**src/rtl/frame_ram_arbiter_pkg.sv**
```systemverilog
// rtl/frame_ram_arbiter_pkg.sv - shared widths, defaults and clear FSM encoding
package frame_ram_arbiter_pkg;

    localparam int COLOR_WIDTH  = 8;
    localparam int LOG2NUM_COLS = 10;
    localparam int LOG2NUM_ROWS = 10;
    localparam int FB_COL_W     = 8;
    localparam int FB_ROW_W     = 8;
    localparam int PIX_W        = 3 * COLOR_WIDTH;

    typedef enum logic {
        ST_IDLE  = 1'b0,
        ST_CLEAR = 1'b1
    } clear_state_t;

endpackage

```
**src/rtl/frame_ram_arbiter_if.sv**
```systemverilog
// rtl/frame_ram_arbiter_if.sv - display, writer, clear and RAM signals of the arbiter
interface frame_ram_arbiter_if
    import frame_ram_arbiter_pkg::*;
#(
    parameter int COL_W = FB_COL_W,
    parameter int ROW_W = FB_ROW_W
);
    logic                     disp_req;
    logic [LOG2NUM_COLS-1:0]  disp_x;
    logic [LOG2NUM_ROWS-1:0]  disp_y;
    logic [COLOR_WIDTH-1:0]   r;
    logic [COLOR_WIDTH-1:0]   g;
    logic [COLOR_WIDTH-1:0]   b;
    logic                     pix_valid;

    logic                     wr_valid;
    logic                     wr_ready;
    logic [COL_W+ROW_W-1:0]   wr_addr;
    logic [PIX_W-1:0]         wr_data;

    logic                     clear_start;
    logic [PIX_W-1:0]         clear_color;
    logic                     clear_busy;
    logic                     clear_done;

    logic [COL_W+ROW_W-1:0]   ram_addr;
    logic                     ram_we;
    logic [PIX_W-1:0]         ram_wdata;
    logic [PIX_W-1:0]         ram_rdata;

    modport slave (
        input  disp_req, disp_x, disp_y, wr_valid, wr_addr, wr_data,
               clear_start, clear_color, ram_rdata,
        output r, g, b, pix_valid, wr_ready, clear_busy, clear_done,
               ram_addr, ram_we, ram_wdata
    );

    modport master (
        output disp_req, disp_x, disp_y, wr_valid, wr_addr, wr_data,
               clear_start, clear_color, ram_rdata,
        input  r, g, b, pix_valid, wr_ready, clear_busy, clear_done,
               ram_addr, ram_we, ram_wdata
    );

endinterface

```
**src/rtl/frame_ram_arbiter_clear_seq.sv**
```systemverilog
// rtl/frame_ram_arbiter_clear_seq.sv - clear sweep address counter with end-of-sweep pulse
module frame_clear_seq
    import frame_ram_arbiter_pkg::*;
#(
    parameter int AW = FB_COL_W + FB_ROW_W
) (
    input  logic          clk,
    input  logic          reset,
    input  logic          i_restart,
    input  logic          i_advance,
    output logic [AW-1:0] o_addr,
    output logic          o_last,
    output logic          o_done
);
    logic [AW-1:0] r_cnt;
    logic          r_done;

    assign o_addr = r_cnt;
    assign o_last = (r_cnt == '1);
    assign o_done = r_done;

    // Counter wraps to zero after the last write, ready for the next sweep.
    always_ff @(posedge clk or negedge reset) begin
        if (!reset) begin
            r_cnt  <= '0;
            r_done <= 1'b0;
        end else begin
            r_done <= i_advance && o_last && !i_restart;
            if (i_restart) begin
                r_cnt <= '0;
            end else if (i_advance) begin
                r_cnt <= r_cnt + 1'b1;
            end
        end
    end

endmodule

```
**src/rtl/frame_ram_arbiter.sv**
```systemverilog
// rtl/frame_ram_arbiter.sv - single-port frame RAM arbiter: display read > clear > writer
module frame_ram_arbiter
    import frame_ram_arbiter_pkg::*;
#(
    parameter int COL_W = FB_COL_W,
    parameter int ROW_W = FB_ROW_W
) (
    input  logic               clk,
    input  logic               reset,
    frame_ram_arbiter_if.slave bus
);
    localparam int AW = COL_W + ROW_W;

    clear_state_t      r_state;
    clear_state_t      w_state_nxt;
    logic [PIX_W-1:0]  r_clear_color;
    logic [PIX_W-1:0]  r_pix;
    logic              r_p1_valid;
    logic              r_p1_hit;
    logic              r_pix_valid;

    logic              w_disp_hit;
    logic              w_clear_wr;
    logic              w_wr_ready;
    logic              w_wr_fire;
    logic              w_clear_last;
    logic              w_clear_done;
    logic [AW-1:0]     w_clear_addr;
    logic [AW-1:0]     w_ram_addr;
    logic              w_ram_we;
    logic [PIX_W-1:0]  w_ram_wdata;

    assign w_disp_hit = bus.disp_req
                     && ((bus.disp_x >> COL_W) == '0)
                     && ((bus.disp_y >> ROW_W) == '0);

    // A clear_start cycle never writes: it only restarts the sweep.
    assign w_clear_wr = reset && (r_state == ST_CLEAR) && !bus.clear_start && !w_disp_hit;
    assign w_wr_ready = reset && (r_state == ST_IDLE)  && !bus.clear_start && !w_disp_hit;
    assign w_wr_fire  = bus.wr_valid && w_wr_ready;

    frame_clear_seq #(.AW(AW)) u_clear_seq (
        .clk       (clk),
        .reset     (reset),
        .i_restart (bus.clear_start),
        .i_advance (w_clear_wr),
        .o_addr    (w_clear_addr),
        .o_last    (w_clear_last),
        .o_done    (w_clear_done)
    );

    always_ff @(posedge clk or negedge reset) begin
        if (!reset) begin
            r_state <= ST_IDLE;
        end else begin
            r_state <= w_state_nxt;
        end
    end

    always_comb begin
        w_state_nxt = r_state;
        case (r_state)
            ST_IDLE:  if (bus.clear_start) w_state_nxt = ST_CLEAR;
            ST_CLEAR: begin
                if (bus.clear_start) begin
                    w_state_nxt = ST_CLEAR;
                end else if (w_clear_wr && w_clear_last) begin
                    w_state_nxt = ST_IDLE;
                end
            end
            default:  w_state_nxt = ST_IDLE;
        endcase
    end

    always_comb begin
        w_ram_addr  = '0;
        w_ram_we    = 1'b0;
        w_ram_wdata = '0;
        if (w_disp_hit) begin
            w_ram_addr = {bus.disp_y[ROW_W-1:0], bus.disp_x[COL_W-1:0]};
        end else if (w_clear_wr) begin
            w_ram_addr  = w_clear_addr;
            w_ram_we    = 1'b1;
            w_ram_wdata = r_clear_color;
        end else if (w_wr_fire) begin
            w_ram_addr  = bus.wr_addr;
            w_ram_we    = 1'b1;
            w_ram_wdata = bus.wr_data;
        end
    end

    // Stage 1 tracks the request while the RAM reads; stage 2 captures rdata or black.
    always_ff @(posedge clk or negedge reset) begin
        if (!reset) begin
            r_clear_color <= '0;
            r_p1_valid    <= 1'b0;
            r_p1_hit      <= 1'b0;
            r_pix_valid   <= 1'b0;
            r_pix         <= '0;
        end else begin
            if (bus.clear_start) begin
                r_clear_color <= bus.clear_color;
            end
            r_p1_valid  <= bus.disp_req;
            r_p1_hit    <= w_disp_hit;
            r_pix_valid <= r_p1_valid;
            r_pix       <= (r_p1_valid && r_p1_hit) ? bus.ram_rdata : '0;
        end
    end

    assign bus.r          = r_pix[3*COLOR_WIDTH-1:2*COLOR_WIDTH];
    assign bus.g          = r_pix[2*COLOR_WIDTH-1:COLOR_WIDTH];
    assign bus.b          = r_pix[COLOR_WIDTH-1:0];
    assign bus.pix_valid  = r_pix_valid;
    assign bus.wr_ready   = w_wr_ready;
    assign bus.clear_busy = (r_state == ST_CLEAR);
    assign bus.clear_done = w_clear_done;
    assign bus.ram_addr   = w_ram_addr;
    assign bus.ram_we     = w_ram_we;
    assign bus.ram_wdata  = w_ram_wdata;

endmodule

```
**src/flat_wrapper.sv**
```systemverilog
// flat-port wrapper written by rule: the top's interface ports become plain ports
module frame_ram_arbiter_flat import frame_ram_arbiter_pkg::*;
#(
    parameter int COL_W = FB_COL_W,
    parameter int ROW_W = FB_ROW_W
)
  (clk, reset, bus_disp_req, bus_disp_x, bus_disp_y, bus_wr_valid, bus_wr_addr, bus_wr_data, bus_clear_start, bus_clear_color, bus_ram_rdata, bus_r, bus_g, bus_b, bus_pix_valid, bus_wr_ready, bus_clear_busy, bus_clear_done, bus_ram_addr, bus_ram_we, bus_ram_wdata);
  frame_ram_arbiter_if #(.COL_W(COL_W), .ROW_W(ROW_W)) bus_i ();
  input  logic clk;
  input  logic reset;
  input wire logic [$bits(bus_i.disp_req)-1:0] bus_disp_req;
  input wire logic [$bits(bus_i.disp_x)-1:0] bus_disp_x;
  input wire logic [$bits(bus_i.disp_y)-1:0] bus_disp_y;
  input wire logic [$bits(bus_i.wr_valid)-1:0] bus_wr_valid;
  input wire logic [$bits(bus_i.wr_addr)-1:0] bus_wr_addr;
  input wire logic [$bits(bus_i.wr_data)-1:0] bus_wr_data;
  input wire logic [$bits(bus_i.clear_start)-1:0] bus_clear_start;
  input wire logic [$bits(bus_i.clear_color)-1:0] bus_clear_color;
  input wire logic [$bits(bus_i.ram_rdata)-1:0] bus_ram_rdata;
  output wire logic [$bits(bus_i.r)-1:0] bus_r;
  output wire logic [$bits(bus_i.g)-1:0] bus_g;
  output wire logic [$bits(bus_i.b)-1:0] bus_b;
  output wire logic [$bits(bus_i.pix_valid)-1:0] bus_pix_valid;
  output wire logic [$bits(bus_i.wr_ready)-1:0] bus_wr_ready;
  output wire logic [$bits(bus_i.clear_busy)-1:0] bus_clear_busy;
  output wire logic [$bits(bus_i.clear_done)-1:0] bus_clear_done;
  output wire logic [$bits(bus_i.ram_addr)-1:0] bus_ram_addr;
  output wire logic [$bits(bus_i.ram_we)-1:0] bus_ram_we;
  output wire logic [$bits(bus_i.ram_wdata)-1:0] bus_ram_wdata;
  assign bus_i.disp_req = bus_disp_req;
  assign bus_i.disp_x = bus_disp_x;
  assign bus_i.disp_y = bus_disp_y;
  assign bus_i.wr_valid = bus_wr_valid;
  assign bus_i.wr_addr = bus_wr_addr;
  assign bus_i.wr_data = bus_wr_data;
  assign bus_i.clear_start = bus_clear_start;
  assign bus_i.clear_color = bus_clear_color;
  assign bus_i.ram_rdata = bus_ram_rdata;
  assign bus_r = bus_i.r;
  assign bus_g = bus_i.g;
  assign bus_b = bus_i.b;
  assign bus_pix_valid = bus_i.pix_valid;
  assign bus_wr_ready = bus_i.wr_ready;
  assign bus_clear_busy = bus_i.clear_busy;
  assign bus_clear_done = bus_i.clear_done;
  assign bus_ram_addr = bus_i.ram_addr;
  assign bus_ram_we = bus_i.ram_we;
  assign bus_ram_wdata = bus_i.ram_wdata;
  frame_ram_arbiter #(.COL_W(COL_W), .ROW_W(ROW_W)) u_core (.clk(clk), .reset(reset), .bus(bus_i));
endmodule
```
**config.mk**
```make
export PLATFORM = sky130hd
export DESIGN_NAME = frame_ram_arbiter_flat
export DESIGN_NICKNAME = d
export VERILOG_FILES = /design/src/rtl/frame_ram_arbiter_pkg.sv /design/src/rtl/frame_ram_arbiter_if.sv /design/src/rtl/frame_ram_arbiter_clear_seq.sv /design/src/rtl/frame_ram_arbiter.sv /design/src/flat_wrapper.sv
export SDC_FILE = /design/constraint.sdc
export NUM_CORES = 1
export LEC_CHECK = 0
export ABC_AREA = 1
export BUFFER_PORTS_ARGS = -buffer_cell sky130_fd_sc_hd__buf_2
export CAP_MARGIN = 20
export CORE_MARGIN = 1
export CORE_UTILIZATION = 41
export DETAILED_ROUTE_END_ITERATION = 8
export HOLD_SLACK_MARGIN = 0.02
export PLACE_DENSITY = 0.86
export SLEW_MARGIN = 20
export SYNTH_ARGS = -nofsm -noshare
export SYNTH_HDL_FRONTEND = slang
export SYNTH_SLANG_ARGS = --single-unit
```
**constraint.sdc**
```tcl
create_clock -name clk -period 1.4 [get_ports clk]
set_input_delay 0.07 -clock clk [delete_from_list [all_inputs] [get_ports clk]]
set_output_delay 0.07 -clock clk [all_outputs]
set_load 0.02 [all_outputs]
```
==> report_table.html <==
<table>
<tr><th>Metric</th><th>Value</th></tr>
<tr><th colspan="2">STA</th></tr>
<tr><td>Worst relative slew slack</td><td>0.579</td></tr>
<tr><td>Actual transition at the worst max-transition pin</td><td>0.631 ns</td></tr>
<tr><td>Final worst-path cycle share</td><td>1.36</td></tr>
<tr><td>Final slew viol count</td><td>0</td></tr>
<tr><td>Crit path time final</td><td>1.90 ns</td></tr>
<tr><td>Setup repair after global routing missed its margin</td><td>yes</td></tr>
<tr><td>Hold slack final</td><td>0.0912 ns</td></tr>
<tr><td>Setup Total Neg Slack</td><td>-16.15 ns</td></tr>
<tr><td>Final hold viol count</td><td>0</td></tr>
<tr><td>Highest clock rate</td><td>526 MHz</td></tr>
<tr><td># setup viols final</td><td>41</td></tr>
<tr><td>Final worst clock skew</td><td>0.00668 ns</td></tr>
<tr><td>Final worst-path setup slack</td><td>-0.502 ns</td></tr>
<tr><th colspan="2">Clock network</th></tr>
<tr><td>Root Buffer</td><td>sky130_fd_sc_hd__clkbuf_8</td></tr>
<tr><td>Clock tree buffer depth</td><td>2</td></tr>
<tr><td>CTS sink count</td><td>69</td></tr>
<tr><td>Worst-Skew Late Latency</td><td>0.34 ns</td></tr>
<tr><td>Clock tree from TritonCTS</td><td>yes</td></tr>
<tr><td>CTS clk-pin slew, worst paths</td><td>0.08 ns</td></tr>
<tr><td>Num CTS Buffers</td><td>9</td></tr>
<tr><td>Number of levels the H-tree was split into</td><td>3</td></tr>
<tr><th colspan="2">Detailed routing</th></tr>
<tr><td>Via-per-instance ratio</td><td>5.04</td></tr>
<tr><td>Number of vias after detailed routing</td><td>4,105</td></tr>
<tr><td>Post-detailed-route count of antenna-violating nets</td><td>0</td></tr>
<tr><td>Remaining routing DRC violations</td><td>0</td></tr>
<tr><td>First-pass DRT Iterations</td><td>5</td></tr>
<tr><td>Routed length per placed instance</td><td>15.6 µm</td></tr>
<tr><td>Iter 0 DRT Violations</td><td>186</td></tr>
<tr><td>Final Routed Wirelength</td><td>12,700 µm</td></tr>
<tr><th colspan="2">Finish</th></tr>
<tr><td>Final Net Count</td><td>819</td></tr>
<tr><td>Final instance area</td><td>5680 µm²</td></tr>
<tr><td>Area grow syn2layout</td><td>63.4%</td></tr>
<tr><td>Multi-input gate area</td><td>1470 µm²</td></tr>
<tr><td>FILL cells</td><td>600</td></tr>
<tr><td>Count of antenna diodes in the layout</td><td>0</td></tr>
<tr><td>Layout cell share with drive strength beyond 1</td><td>0.379</td></tr>
<tr><td>Reg area</td><td>1730 µm²</td></tr>
<tr><th colspan="2">Run</th></tr>
<tr><td>Max-capacitance violation count</td><td>0</td></tr>
<tr><th colspan="2">Synthesis</th></tr>
<tr><td>Yosys top cell by area</td><td>sky130_fd_sc_hd__dfrtp_1</td></tr>
<tr><td>Area fraction of the dominant cell type after synthesis</td><td>0.497</td></tr>
<tr><td>Flops &amp; latches, synth</td><td>69</td></tr>
<tr><td>Portion of the post-synthesis area used by sequential elements</td><td>0.497</td></tr>
<tr><td>Mean cell area of the mapped netlist</td><td>7.64 µm²</td></tr>
<tr><td>Net count after synthesis</td><td>569</td></tr>
<tr><td>Synth area leaders</td><td>sky130_fd_sc_hd__dfrtp_1, sky130_fd_sc_hd__nand2_1, sky130_fd_sc_hd__inv_1, sky130_fd_sc_hd__o21ai_0, sky130_fd_sc_hd__nor2_1</td></tr>
<tr><td>Yosys synthesis warning count</td><td>0</td></tr>
<tr><td>Post-synthesis cell area</td><td>3480 µm²</td></tr>
<tr><td>Number of instances in the synthesized netlist</td><td>455</td></tr>
<tr><td>Number of distinct library cells after synthesis</td><td>24</td></tr>
<tr><th colspan="2">Power</th></tr>
<tr><td>Fraction of power consumed by sequential logic</td><td>0.465</td></tr>
<tr><td>Gate power share</td><td>0.167</td></tr>
<tr><td>Power per cell area</td><td>792 nW/µm²</td></tr>
<tr><td>Static leakage</td><td>3.03 nW</td></tr>
<tr><td>Clock share of power</td><td>0.368</td></tr>
<tr><td>Switching Fraction</td><td>0.267</td></tr>
<tr><td>Switching power of the nets</td><td>0.00120 W</td></tr>
<tr><td>Peak supply drop</td><td>0.357 mV</td></tr>
<tr><td>Cell-internal power</td><td>0.00330 W</td></tr>
<tr><th colspan="2">Floorplan</th></tr>
<tr><td>Chip Width</td><td>94.1 µm</td></tr>
<tr><td>Starting density of the core</td><td>0.423</td></tr>
<tr><td>Height of the die</td><td>94.1 µm</td></tr>
<tr><td>Floorplan row count</td><td>33</td></tr>
<tr><td>Die Outline Area</td><td>8850 µm²</td></tr>
<tr><td>Area inside the core boundary</td><td>8220 µm²</td></tr>
<tr><td>IO Count</td><td>182</td></tr>
<tr><th colspan="2">Min path</th></tr>
<tr><td>Hold path start</td><td>bus_clear_start</td></tr>
<tr><td>Class of the tightest hold or removal check</td><td>primary input to flop</td></tr>
<tr><th colspan="2">Global routing</th></tr>
<tr><td>Largest net degree at the start of global routing</td><td>52</td></tr>
<tr><td>Overall global routing resource usage</td><td>0.249</td></tr>
<tr><td>First-pass GRT wire length</td><td>16,900 µm</td></tr>
<tr><td>Antenna violations before repair</td><td>0</td></tr>
<tr><td>Overflow left after global routing</td><td>0</td></tr>
<tr><td>Via count of the first global-routing pass</td><td>3,770</td></tr>
<tr><th colspan="2">Placed design</th></tr>
<tr><td>Placed cell area</td><td>4550 µm²</td></tr>
<tr><td>Pre-CTS setup slack</td><td>-0.0397 ns</td></tr>
<tr><td>Port bufs</td><td>181</td></tr>
<tr><td>DP HPWL</td><td>7320 µm</td></tr>
<tr><td>Final weighted congestion in routability-driven placement</td><td>0.943</td></tr>
<tr><th colspan="2">Run status</th></tr>
<tr><td>Run status</td><td>finished, violations left</td></tr>
<tr><td>Violated checks</td><td>negative setup slack</td></tr>
<tr><th colspan="2">Worst setup path</th></tr>
<tr><td>Register-to-register path setup slack</td><td>0.04 ns</td></tr>
<tr><td>Maximum fanout encountered on the critical timing path</td><td>8</td></tr>
<tr><td>Arrival @ worst endpoint</td><td>1.83 ns</td></tr>
<tr><td>Data required time at the worst endpoint</td><td>1.33 ns</td></tr>
<tr><td>Endpoint kind of the worst setup timing path</td><td>primary output</td></tr>
<tr><td>Worst r2r dst</td><td>u_core.u_clear_seq.o_addr[5]$_DFFE_PN0P_</td></tr>
<tr><td>Startpoint of the most critical setup path</td><td>u_core.bus.clear_busy$_DFF_PN0_</td></tr>
<tr><td>Kind of critical path</td><td>flop to primary output</td></tr>
<tr><td>Origin of the critical flop-to-flop path</td><td>u_core.bus.clear_busy$_DFF_PN0_</td></tr>
<tr><td>Reg2Reg Depth</td><td>7</td></tr>
<tr><td>Startpoint types</td><td>flop</td></tr>
<tr><td>Worst setup path endpoint</td><td>bus_ram_wdata[10]</td></tr>
</table>
[power groups by stage]
stage	registers [W]	logic, W	clock network [W]
2_1_floorplan	0.00213	0.000235	0
3_3_place_gp	0.00213	0.000539	0
3_5_place_dp	0.00213	0.000558	0
4_1_cts	0.00209	0.000689	0.00168
5_1_grt	0.00210	0.000819	0.00178
6_report	0.00209	0.000752	0.00166
[kinds of logic after synthesis]
kind of cell / after synthesis / share of synthesized area
adder cells (fa/ha/maj): 1 / 0.00360
AO/OA/AOI/OAI: 74 / 0.121
flip-flops: 69 / 0.497
buffers and inverters: 93 / 0.116
AND/OR/NAND/NOR: 218 / 0.263
[registers in the layout, indices dropped and copies added, names as in the netlist]
name and flops:
u_core.r_p1_valid 1, u_core.u_clear_seq.o_done 1, u_core.r_pix 24, u_core.u_clear_seq.o_addr 16
u_core.bus.pix_valid 1, u_core.bus.clear_busy 1, u_core.r_p1_hit 1, u_core.r_clear_color 24
[critical path: stages (launching register included)]
cell,delay [ns]
sky130_fd_sc_hd__dfrtp_2,0.44
sky130_fd_sc_hd__nor3_4,0.12
sky130_fd_sc_hd__nand2_2,0.10
sky130_fd_sc_hd__nor2_4,0.14
sky130_fd_sc_hd__buf_12,0.15
sky130_fd_sc_hd__buf_6,0.16
sky130_fd_sc_hd__nand2_1,0.06
sky130_fd_sc_hd__o21ai_1,0.12
sky130_fd_sc_hd__buf_4,0.19
[cell usage after synthesis, drive strengths merged]
master,count
nand2,129
inv,73
dfrtp,69
nor2,57
o21ai,57
o211ai,15
nand3,14
nand4,13
buf,12
clkbuf,7
nor3,5
o22ai,2
clkinv,1
ha,1
[metal layers]
metal,routed length (µm),vias up,global-route usage
met1,4550,1937,0.268
met5,0,-,0
met2,6820,192,0.462
li1,-,1926,-
met3,826,50,0.0461
met4,481,0,0.124
[final cells by class]
| cell class | instances | area share |
|---|---|---|
| Clock buffer | 11 | 0.0249 |
| Tap cell | 105 | 0.0231 |
| Clock inverter | 5 | 0.0106 |
| Multi-Input combinational cell | 293 | 0.259 |
| Inverter | 74 | 0.0489 |
| Sequential cell | 69 | 0.304 |
| Timing Repair Buffer | 258 | 0.329 |
[placed cells by master, fill, tap and decap left out, types with 2 or more instances in the layout]
master and instances:
sky130_fd_sc_hd__buf_2 139, sky130_fd_sc_hd__nand2_1 105, sky130_fd_sc_hd__inv_1 72, sky130_fd_sc_hd__dfrtp_1 68, sky130_fd_sc_hd__nor2_1 52, sky130_fd_sc_hd__dlygate4sd3_1 50, sky130_fd_sc_hd__buf_4 47, sky130_fd_sc_hd__o21ai_0 32
sky130_fd_sc_hd__nand2_2 20, sky130_fd_sc_hd__o21ai_1 18, sky130_fd_sc_hd__buf_6 14, sky130_fd_sc_hd__o211ai_1 13, sky130_fd_sc_hd__nand4_1 13, sky130_fd_sc_hd__nand3_1 12, sky130_fd_sc_hd__clkbuf_8 10, sky130_fd_sc_hd__o21ai_2 7
sky130_fd_sc_hd__nand2_4 4, sky130_fd_sc_hd__nor2_2 4, sky130_fd_sc_hd__clkbuf_16 3, sky130_fd_sc_hd__buf_12 3, sky130_fd_sc_hd__nand3_2 2, sky130_fd_sc_hd__nor3_4 2, sky130_fd_sc_hd__o211ai_2 2, sky130_fd_sc_hd__nor3_1 2
sky130_fd_sc_hd__o22ai_1 2, sky130_fd_sc_hd__clkinv_4 2, sky130_fd_sc_hd__buf_8 2
[worst min-delay path by stage]
stage                                                           to  cells past startpoint
after detailed placement  u_core.u_clear_seq.o_addr[3]$_DFFE_PN0P_                      2
after global placement    u_core.u_clear_seq.o_addr[3]$_DFFE_PN0P_                      2
after CTS                     u_core.r_clear_color[19]$_DFFE_PN0P_                      2
final                         u_core.r_clear_color[19]$_DFFE_PN0P_                      2
after global routing               u_core.bus.clear_busy$_DFF_PN0_                      3
after floorplan                    u_core.bus.clear_busy$_DFF_PN0_                      0
[timing repair]
item / CTS / global route
buffers inserted: 0 / 3
endpoints found under the setup margin: 42 / 51
endpoints found under the hold margin: 118 / 0
hold buffers: 50 / 0
pin swaps: 0 / 9
gates resized for setup: 41 / 67
gates cloned: 0 / 6
[stage by stage]
| stage | cells | total power [W] | util |
|---|---|---|---|
| final | 815 | 0.00450 | 0.691 |
| after CTS | 806 | 0.00446 | 0.650 |
| after global placement | 740 | 0.00267 | 0.554 |
| after detailed placement | 740 | 0.00269 | 0.554 |
| after floorplan | 455 | 0.00237 | - |
| after global routing | 815 | 0.00470 | 0.691 |
Note: power is estimated with default switching activity, not from simulation.
